## config.mk

```make
export PLATFORM = sky130hd
export DESIGN_NAME = reg_file_clr_flat
export DESIGN_NICKNAME = d
export VERILOG_FILES = /design/src/rtl/reg_file_clr_pkg.sv /design/src/rtl/reg_file_clr_if.sv /design/src/rtl/reg_file_clr_fsm.sv /design/src/rtl/reg_file_clr.sv /design/src/flat_wrapper.sv
export SDC_FILE = /design/constraint.sdc
export NUM_CORES = 1
export LEC_CHECK = 0
export ABC_AREA = 0
export CORE_UTILIZATION = 35
export CTS_CLUSTER_DIAMETER = 50
export CTS_CLUSTER_SIZE = 10
export DETAILED_ROUTE_END_ITERATION = 6
export PLACE_DENSITY = 0.46
export SLEW_MARGIN = 10
export SYNTH_ARGS = -nofsm -noshare
export SYNTH_HDL_FRONTEND = slang
export SYNTH_SLANG_ARGS = --single-unit
```

## constraint.sdc

```tcl
create_clock -name clk -period 6.8 [get_ports clk]
set_input_delay 2.04 -clock clk [delete_from_list [all_inputs] [get_ports clk]]
set_output_delay 2.04 -clock clk [all_outputs]
set_load 0.05 [all_outputs]
```

## src/rtl/reg_file_clr_pkg.sv

```systemverilog
// Shared sizing, FSM state encoding and ALU op codes for the register file slice.
package reg_file_clr_pkg;

    localparam int unsigned RF_WIDTH = 32;
    localparam int unsigned RF_AW    = 5;
    localparam int unsigned RF_DEPTH = 2 ** RF_AW;

    localparam logic [0:0] ST_CLEAR = 1'b0;
    localparam logic [0:0] ST_RUN   = 1'b1;

    // Op codes understood by the downstream yAlu stage.
    localparam logic [2:0] ALU_AND = 3'd0;
    localparam logic [2:0] ALU_OR  = 3'd1;
    localparam logic [2:0] ALU_ADD = 3'd2;
    localparam logic [2:0] ALU_SUB = 3'd6;
    localparam logic [2:0] ALU_SLT = 3'd7;

endpackage

```

## src/rtl/reg_file_clr_if.sv

```systemverilog
// Read/write port bundle between the writeback/decode side and the register file.
interface reg_file_clr_if
    import reg_file_clr_pkg::*;
#(
    parameter int unsigned WIDTH = RF_WIDTH,
    parameter int unsigned AW    = RF_AW
);

    logic [AW-1:0]    rs1;
    logic [AW-1:0]    rs2;
    logic [AW-1:0]    rd;
    logic [WIDTH-1:0] wd;
    logic             we;
    logic [WIDTH-1:0] rd1;
    logic [WIDTH-1:0] rd2;
    logic             busy;
    logic             wr_err;

    modport master (
        output rs1, rs2, rd, wd, we,
        input  rd1, rd2, busy, wr_err
    );

    modport slave (
        input  rs1, rs2, rd, wd, we,
        output rd1, rd2, busy, wr_err
    );

endinterface

```

## src/rtl/reg_file_clr_fsm.sv

```systemverilog
// Post-reset clear sequencer: walks every entry once, then hands the array to normal use.
module reg_file_clr_fsm
    import reg_file_clr_pkg::*;
#(
    parameter int unsigned DEPTH = RF_DEPTH,
    parameter int unsigned AW    = RF_AW
) (
    input  logic          clk,
    input  logic          reset,
    input  logic          we,
    output logic          busy,
    output logic          clr_we,
    output logic [AW-1:0] clr_addr,
    output logic          wr_err
);

    logic [0:0]    state;
    logic [AW-1:0] cnt;
    logic          err_q;

    always_ff @(posedge clk) begin
        if (reset) begin
            state <= ST_CLEAR;
            cnt   <= '0;
            err_q <= 1'b0;
        end else begin
            err_q <= (state == ST_CLEAR) && we;
            if (state == ST_CLEAR) begin
                cnt <= cnt + 1'b1;
                if (cnt == AW'(DEPTH - 1)) begin
                    state <= ST_RUN;
                end
            end
        end
    end

    // The array is left alone while reset is held; clearing starts on the first free edge.
    assign busy     = (state == ST_CLEAR);
    assign clr_we   = busy && !reset;
    assign clr_addr = cnt;
    assign wr_err   = err_q;

endmodule

```

## src/rtl/reg_file_clr.sv

```systemverilog
// 2R1W register file with registered reads, write-to-read forwarding and hardware clear after reset.
module reg_file_clr
    import reg_file_clr_pkg::*;
#(
    parameter int unsigned WIDTH = RF_WIDTH,
    parameter int unsigned DEPTH = RF_DEPTH,
    parameter int unsigned AW    = RF_AW
) (
    input  logic           clk,
    input  logic           reset,
    reg_file_clr_if.slave  bus
);

    logic [WIDTH-1:0] mem [DEPTH];
    logic [WIDTH-1:0] val1, val2;
    logic [WIDTH-1:0] rd1_q, rd2_q;
    logic             busy, clr_we, wr_err;
    logic [AW-1:0]    clr_addr;
    logic             run_we;

    reg_file_clr_fsm #(
        .DEPTH (DEPTH),
        .AW    (AW)
    ) u_fsm (
        .clk      (clk),
        .reset    (reset),
        .we       (bus.we),
        .busy     (busy),
        .clr_we   (clr_we),
        .clr_addr (clr_addr),
        .wr_err   (wr_err)
    );

    assign run_we = !busy && bus.we && (bus.rd != '0);

    // Same-cycle write wins over the array so a reader never sees stale data.
    always_comb begin
        val1 = mem[bus.rs1];
        if (bus.rs1 == '0) begin
            val1 = '0;
        end else if (bus.we && (bus.rd == bus.rs1)) begin
            val1 = bus.wd;
        end
        val2 = mem[bus.rs2];
        if (bus.rs2 == '0) begin
            val2 = '0;
        end else if (bus.we && (bus.rd == bus.rs2)) begin
            val2 = bus.wd;
        end
    end

    always_ff @(posedge clk) begin
        if (clr_we) begin
            mem[clr_addr] <= '0;
        end else if (run_we) begin
            mem[bus.rd] <= bus.wd;
        end
    end

    always_ff @(posedge clk) begin
        if (reset || busy) begin
            rd1_q <= '0;
            rd2_q <= '0;
        end else begin
            rd1_q <= val1;
            rd2_q <= val2;
        end
    end

    assign bus.rd1    = rd1_q;
    assign bus.rd2    = rd2_q;
    assign bus.busy   = busy;
    assign bus.wr_err = wr_err;

endmodule
```

## src/flat_wrapper.sv

```systemverilog
// flat-port wrapper written by rule: the top's interface ports become plain ports
module reg_file_clr_flat import reg_file_clr_pkg::*;
#(
    parameter int unsigned WIDTH = RF_WIDTH,
    parameter int unsigned DEPTH = RF_DEPTH,
    parameter int unsigned AW    = RF_AW
)
  (clk, reset, bus_rs1, bus_rs2, bus_rd, bus_wd, bus_we, bus_rd1, bus_rd2, bus_busy, bus_wr_err);
  reg_file_clr_if #(.WIDTH(WIDTH), .AW(AW)) bus_i ();
  input  logic clk;
  input  logic reset;
  input wire logic [$bits(bus_i.rs1)-1:0] bus_rs1;
  input wire logic [$bits(bus_i.rs2)-1:0] bus_rs2;
  input wire logic [$bits(bus_i.rd)-1:0] bus_rd;
  input wire logic [$bits(bus_i.wd)-1:0] bus_wd;
  input wire logic [$bits(bus_i.we)-1:0] bus_we;
  output wire logic [$bits(bus_i.rd1)-1:0] bus_rd1;
  output wire logic [$bits(bus_i.rd2)-1:0] bus_rd2;
  output wire logic [$bits(bus_i.busy)-1:0] bus_busy;
  output wire logic [$bits(bus_i.wr_err)-1:0] bus_wr_err;
  assign bus_i.rs1 = bus_rs1;
  assign bus_i.rs2 = bus_rs2;
  assign bus_i.rd = bus_rd;
  assign bus_i.wd = bus_wd;
  assign bus_i.we = bus_we;
  assign bus_rd1 = bus_i.rd1;
  assign bus_rd2 = bus_i.rd2;
  assign bus_busy = bus_i.busy;
  assign bus_wr_err = bus_i.wr_err;
  reg_file_clr #(.WIDTH(WIDTH), .DEPTH(DEPTH), .AW(AW)) u_core (.clk(clk), .reset(reset), .bus(bus_i));
endmodule
```

# Yosys cells after proc, flatten, opt, wreduce, memory -nomap -nowiden
# Memories as Yosys holds them, arrays and structs flattened. A register that Yosys moved wholly into a read port is not among the register bits.
# Cells that the tools add are included.
[op_classes]
addsub = 1
n_eq_ne = 1
mux = 10
bitwise = 1
reduce_logical = 12
[ops]
columns = ["operator", "count"]
rows = [
  ["$mux 32", 1],
  ["$reduce_or 32->1", 1],
  ["$logic_not 5->1", 2],
  ["$mux 1", 8],
  ["$add 5x1->5 const B", 1],
  ["$eq 5x5->1 const B", 1],
  ["$mux 5", 1],
  ["$reduce_bool 5->1", 1],
  ["$logic_and 1x1->1", 4],
  ["$reduce_or 2->1", 2],
  ["$logic_not 1->1", 1],
  ["$logic_or 1x1->1", 1],
  ["$not 1->1", 1],
]
[totals]
reg_bits = 7
ram_bits = 1024
input_bits = 50
out_inout_bits = 66
word_cells = 29
mem_count = 1
[mem_list]
columns = ["name", "depth", "width", "rd", "rd_ports_with_merged_regs", "wr", "line_no", "source"]
rows = [
  ["u_core.mem", 32, 32, 2, 2, 1, "reg_file_clr.sv:14", "logic [WIDTH-1:0] mem [DEPTH];"],
]

# Longest topological paths before layout
# Gate-level depths: netlist (run 1).
[logic_depth]
ltp_word = 7
depth_mapped = 10
ltp_nobuf = 6

# Modules after synthesis
# From an unflattened synthesis (run 1), not the netlist that was laid out.
[hier_totals]
hier_cells = 2784
hier_area_um2 = 49834.0
[by_module_without_submodules]
columns = ["module", "instances", "cells_each", "area_per_inst_um2", "seq_area_each_um2"]
rows = [
  ["reg_file_clr", 1, 2756, 49532.5, 32030.7],
  ["reg_file_clr_fsm", 1, 28, 301.5, 140.1],
]

# Worst setup path after synthesis (run 1)
# Ideal clock, no wire load.
[synth_timing]
kind = "input -> register"
startpoint = "input port bus_rd[1]"
endpoint = "memory u_core.mem[0][0] in the netlist's numbering (enable)"
setup_ps = 421
arrival_ps = 4367
required_ps = 6379
setup_slack_ps = 2012
cell_stages = 5
n_path_buf = 1
path_cell_list = "buf_2 > and3_1 > a211oi_1 > nand2_1 > nor2_1"
[synth_via]
elab_chain_cells = 7
word_cells_on_any_way = 8
cone_classes = "mux (5); reduce/logical (3)"
[synth_rtl]
columns = ["item", "line_no", "source"]
rows = [
  ["start: declaration", "flat_wrapper.sv:14", "input wire logic [$bits(bus_i.rd)-1:0] bus_rd;"],
  ["$reduce_bool 5->1", "reg_file_clr.sv:34", "assign run_we = !busy && bus.we && (bus.rd != '0);"],
  ["$logic_and 1x1->1", "reg_file_clr.sv:34", ""],
  ["$mux 1", "reg_file_clr.sv:55", "end else if (run_we) begin"],
  ["$mux 1", "reg_file_clr.sv:53", "if (clr_we) begin"],
  ["$mux 1 (not written as such)", "reg_file_clr.sv:56", "mem[bus.rd] <= bus.wd;"],
  ["$reduce_or 32->1 (no source line)", "n/a", ""],
  ["$mux 5 (no source line) / $mux 1 (equally long branches)", "n/a", ""],
  ["end: declaration", "reg_file_clr.sv:14", ""],
]
# Parallel ways exist; a longest one is shown, timed or not.

==> results of run 1 <==
[state kept, by name (all words and copies together) (netlist names)]
register / cells
u_core.mem: 1024
u_core.u_fsm.wr_err: 1
u_core.bus.rd1: 32
u_core.u_fsm.state: 1
u_core.u_fsm.clr_addr: 5
u_core.bus.rd2: 32
[cells by family after synthesis]
family / share of synthesized area, %
XOR/XNOR: 0.1910
adder cells (fa/ha/maj): 0.04960
AND/OR/NAND/NOR: 3.939
AO/OA/AOI/OAI: 8.336
multiplexers: 21.25
flip-flops: 63.77
buffers and inverters: 2.463
[worst max-delay path, stage by stage]
cell and delay, ps:
clkdlybuf4s50_1 660, nand2_2 250, a221oi_4 560, xnor2_1 240
nor4_4 340, buf_4 640, a21oi_1 200, a211oi_1 460
[area by class of cell]
cell class | instances | area [µm²]
Antenna cell | 2 | 5.005
Sequential cell | 1095 | 32170
Fill cell | 12910 | 82740
Inverter | 33 | 123.9
Clock inverter | 61 | 753.2
Clock buffer | 200 | 4050
Tap cell | 1890 | 2365
Multi-Input combinational cell | 1860 | 17410
Timing Repair Buffer | 259 | 2661
[cell usage after synthesis (2+ instances only)]
cell and number:
a211o_1 2, a211oi_1 68, a211oi_2 2, a21boi_0 2
a21oi_1 92, a221oi_1 34, a221oi_4 2, a22oi_1 347
and2_1 10, and3_1 6, buf_1 25, buf_2 81
buf_4 6, clkbuf_1 153, dfxtp_1 71, edfxtp_1 1024
ha_1 2, inv_1 33, mux2i_1 695, mux4_2 167
nand2_1 78, nand2b_1 2, nand3_1 158, nand4_1 61
nor2_1 52, nor2b_1 11, nor3_1 6, nor3b_1 2
nor4_4 2, o21ai_0 33, o21ai_1 5, xnor2_1 9
xor2_1 2
[metrics by stage]
stage                     instance area [µm²]  setup WS, ps  cells  utilization [%]
after floorplan                         50440          2012   3253                -
after global placement                  54730          1286   5137            38.47
after detailed placement                54730          1227   5137            38.47
after CTS                               59530          2058   5398            41.84
after global routing                    59530          1883   5398            41.84
final                                   59540          1958   5400            41.85
[power breakdown]
group	leakage [nW]	internal [mW]	switching, mW
clock	2.32	4.61	3.04
sequential	8.90	7.31	0.0222
combinational	8.36	0.389	0.731
total	19.6	12.3	3.79
[layer usage]
| metal | track usage (%) | vias to the layer above |
|---|---|---|
| met1 | 34.15 | 17490 |
| met5 | 0 | - |
| li1 | - | 13600 |
| met2 | 40.71 | 1505 |
| met4 | 11.70 | 0 |
| met3 | 4.531 | 365 |
[final timing paths]
path / startpoint / end / cells after the start / slack, ps
max reg2reg: u_core.u_fsm.state / u_core.bus.rd2[10] / 7 / 3070
min: u_core.u_fsm.clr_addr[3] / u_core.u_fsm.clr_addr[3] / 2 / 620
min reg2reg: u_core.u_fsm.clr_addr[3] / u_core.u_fsm.clr_addr[3] / 2 / 620
max: bus_we / u_core.bus.rd2[10] / 8 / 1960
==> flow_metrics.env, run 1 <==
export IMPL_tightest_slew_ps=1179
export IMPL_synthArstFlopShare_pct=0
export IMPL_maxCapViolCount=0
export IMPL_postCtsHoldBufs=0
export IMPL_met2_length_um=88790
export IMPL_layout_drive_gt1_share_pct=16.88
export IMPL_antenna_found_initial=3
export IMPL_groute_usage_overall_pct=25.62
export IMPL_grt_pass1_wl_um=262300
export IMPL_first_global_vias=33600
export IMPL_drt_iter0_drc=3403
export IMPL_clk_latency_ps=790
export IMPL_ctsResizeCount=0
export IMPL_drc=3
export IMPL_synth_edff_count=1024
export IMPL_setup_tns_ps=0
export IMPL_die_x_um=381.6
export IMPL_p_total_mw=16.11
export IMPL_path_clk_slew_ps=50
export IMPL_die_area_um2=145600
export IMPL_crit_fanout=32
export IMPL_clock_root_buffer="clkbuf_16"
export IMPL_slew_viol_final=0
export IMPL_post_cts_buffers=0
export IMPL_crit_type="in -> reg"
export IMPL_grt_max_degree=96
export IMPL_fin_crit_sh_pct=71.21
export IMPL_grt_setup_unrepaired="no"
export IMPL_vias=32960
export IMPL_ios=116
export IMPL_whs_ps=616.1
export IMPL_die_height_um=381.6
export IMPL_layout_min_cycle_time_ps=4842
export IMPL_ant_nets=0
export IMPL_hold_path_class="reg -> reg"
export IMPL_startpoint_type="primary input"
export IMPL_synth_ff_type="edfxtp_1"
export IMPL_synth_top_cell_area_share_pct=60.96
export IMPL_synth_warnings=0
export IMPL_syn_avg_cell_area_um2=15.51
export IMPL_synth_area_leader_cell="edfxtp_1"
export IMPL_avgViaCountPerCell=6.104
export IMPL_drt_met1_wl_um=79600
export IMPL_worstPathRequired_ps=7400
export IMPL_routed_wl_um=189500
export IMPL_setup_violations=0
export IMPL_overflow=0
export IMPL_ys_top_cells_by_area="edfxtp_1, mux2i_1, mux4_2"
export IMPL_total_leakage_power_nw=19.59
export IMPL_violations="design-rule violations"
export IMPL_final_cell_mix="edfxtp_1, mux2i_1, a22oi_1, mux4_2, nand3_1"
export IMPL_nets=3449
export IMPL_fmaxAchievable_mhz=206.5
export IMPL_synth_nets=3305
export IMPL_cts_buffers=148
export IMPL_place_congestion=0.8609
export IMPL_synth_cell_types=43
export IMPL_clk_path_buf_depth=3
export IMPL_final_common_cell="edfxtp_1"
export IMPL_hold_viol_final=0
export IMPL_power_density_nw_per_um2=270.6
export IMPL_initial_core_util_pct=35.46
export IMPL_htree_levels=4
export IMPL_io_buffer_count=115
export IMPL_routedWlPerCell_um=35.09
export IMPL_end_kind="flip-flop"
export IMPL_fin_skew_ps=27.96
export IMPL_routed_top_layer="met4"
export IMPL_worstPathArrival_ps=5440
export IMPL_wl_met3_um=12300
export IMPL_dp_hpwl_um=114800
export IMPL_ys_seq_area_share_pct=63.77
export IMPL_cts_tree="yes"
export IMPL_syn_inst=3253
export IMPL_vdd_drop_max_mv=0.2365
export IMPL_coreArea_um2=142300
export IMPL_synth_cell_area_um2=50440
export IMPL_ys_ff_latch=1095
export IMPL_areaGrowthSynthToFinish_pct=18.03
export IMPL_relSlewSlack_pct=21.13
export IMPL_clock_sinks=1095
export IMPL_status="complete, but fails checks"
export IMPL_dr_pass1_iters=7
export IMPL_row_count=138
Note: power is estimated with default switching activity, not from simulation.
==> run 2: changes to the inputs <==
clock period = 4.65 ns   (was 6.8 ns; I/O delays follow)
==> flow_metrics.env, run 2 (same netlist as run 1, synthesis figures left out) <==
export IMPL_row_count=138
export IMPL_end_kind="flip-flop"
export IMPL_total_leakage_power_nw=20.09
export IMPL_fillers=12710
export IMPL_coreArea_um2=142300
export IMPL_routed_wl_um=191400
export IMPL_fin_crit_sh_pct=85.40
export IMPL_final_cell_mix="edfxtp_1, mux2i_1, a22oi_1, mux4_2"
export IMPL_intPower_mw=18.00
export IMPL_hold_start="u_core.u_fsm.clr_addr[3]"
export IMPL_final_common_cell="edfxtp_1"
export IMPL_antenna_found_initial=3
export IMPL_clock_root_buffer="clkbuf_16"
export IMPL_switchingPower_mw=5.494
export IMPL_worstPathArrival_ps=4370
export IMPL_tightest_slew_ps=1171
export IMPL_drt_iter0_drc=3427
export IMPL_dp_hpwl_um=113900
export IMPL_path_clk_slew_ps=50
export IMPL_initial_core_util_pct=35.46
export IMPL_postCtsHoldBufs=0
export IMPL_relSlewSlack_pct=21.75
export IMPL_maxCapViolCount=0
export IMPL_hold_path_class="reg -> reg"
export IMPL_layout_min_cycle_time_ps=3971
export IMPL_crit_type="in -> reg"
export IMPL_combPwrFrac_pct=7.3
export IMPL_diodes=0
export IMPL_groute_usage_overall_pct=25.99
export IMPL_fmaxAchievable_mhz=251.8
export IMPL_worstReg2RegEnd="u_core.mem[5][5]"
export IMPL_grt_max_degree=78
export IMPL_dp_cells=5210
export IMPL_rrSetupSlack_ps=1170
export IMPL_nets=3523
export IMPL_largest_reg_flops=1024
export IMPL_grt_setup_unrepaired="no"
export IMPL_ctsResizeCount=0
export IMPL_fin_skew_ps=36.10
export IMPL_cts_buffers=149
export IMPL_sw_frac_of_total_pct=23.38
export IMPL_crit_fanout=32
export IMPL_hold_path_end="u_core.u_fsm.clr_addr[3]"
export IMPL_final_area_um2=60570
export IMPL_clock_sinks=1095
export IMPL_clk_path_buf_depth=3
export IMPL_first_global_vias=34210
export IMPL_drc=0
export IMPL_largest_register="u_core.mem"
export IMPL_whs_path_depth=2
export IMPL_status="finished, final reports clean"
export IMPL_slew_viol_final=0
export IMPL_worstPathRequired_ps=5050
export IMPL_clkPwrFrac_pct=47.0
export IMPL_post_dp_cell_area_um2=55830
export IMPL_routedWlPerCell_um=34.99
export IMPL_dr_pass1_iters=6
export IMPL_r2r_start="u_core.u_fsm.state"
export IMPL_ant_nets=0
export IMPL_vdd_drop_max_mv=0.3820
export IMPL_htree_levels=4
export IMPL_areaGrowthSynthToFinish_pct=20.08
export IMPL_layout_drive_gt1_share_pct=18.66
export IMPL_ios=116
export IMPL_r2r_cells=4
export IMPL_cts_tree="yes"
export IMPL_startpoint_type="primary input"
export IMPL_overflow=0
export IMPL_finalNonFillerCells=5469
export IMPL_vias=33350
export IMPL_die_height_um=381.6
export IMPL_setup_violations=0
export IMPL_power_density_nw_per_um2=387.9
export IMPL_die_area_um2=145600
export IMPL_grt_pass1_wl_um=265900
export IMPL_clk_latency_ps=790
export IMPL_post_cts_buffers=0
export IMPL_setup_tns_ps=0
export IMPL_die_x_um=381.6
export IMPL_p_seq_share_pct=45.7
export IMPL_avgViaCountPerCell=6.098
export IMPL_hold_viol_final=0
export IMPL_io_buffer_count=115
export IMPL_place_congestion=0.8353
-- run 2: layer usage --
| metal | global-route usage, % | routed length (µm) | up-vias |
|---|---|---|---|
| li1 | - | - | 13760 |
| met1 | 35.00 | 81020 | 17710 |
| met2 | 41.57 | 89910 | 1527 |
| met3 | 5.173 | 13810 | 355 |
| met4 | 9.356 | 6598 | 6 |
| met5 | 0 | 41 | - |
-- run 2: worst max path at each step --
stage	from	end	slack (ps)	cells after the start
finish	bus_we	u_core.mem[5][5]	680	5
global route	bus_we	u_core.mem[5][5]	580	5
CTS	bus_we	u_core.mem[5][5]	790	5
detailed placement	bus_we	u_core.mem[7][5]	-40	5
global placement	bus_we	u_core.mem[14][7]	170	6
floorplan	bus_rd[1]	u_core.mem[0][0]	510	5
-- run 2: critical path, stage by stage --
cell             delay [ps]
clkdlybuf4s50_1         680
nand2_2                 250
nor2_4                  900
nand2_1                 220
inv_1                   890
-- run 2: layout make-up --
cell class	instances	area [µm²]	share of cell area (%)
sequential	1095	32170	53.11
multi-input combinational	1860	17410	28.74
clock buffer	198	4174	6.891
timing repair buffer	332	3760	6.207
tap	1890	2365	3.904
clock inverter	61	569.3	0.9399
inverter	33	123.9	0.2045
-- run 2: per-stage QoR --
step	hold slack [ps]	worst slack (ps)	total power [mW]	util (%)
floorplan	558.8	506.8	11.85	-
global placement	611.1	166.8	12.62	39.24
detailed placement	611.1	-43.10	12.63	39.24
CTS	624.7	785.3	23.66	42.57
global route	644.1	579.0	24.12	42.57
finish	628.5	678.9	23.50	42.57
-- run 2: power groups by stage --
stage               sequential, mW  combinational (mW)  clock, mW
global placement              10.9                1.70          0
CTS                           10.7                1.70       11.2
global route                  10.7                1.77       11.6
finish                        10.7                1.72       11.0
floorplan                     10.9               0.936          0
detailed placement            10.9                1.70          0
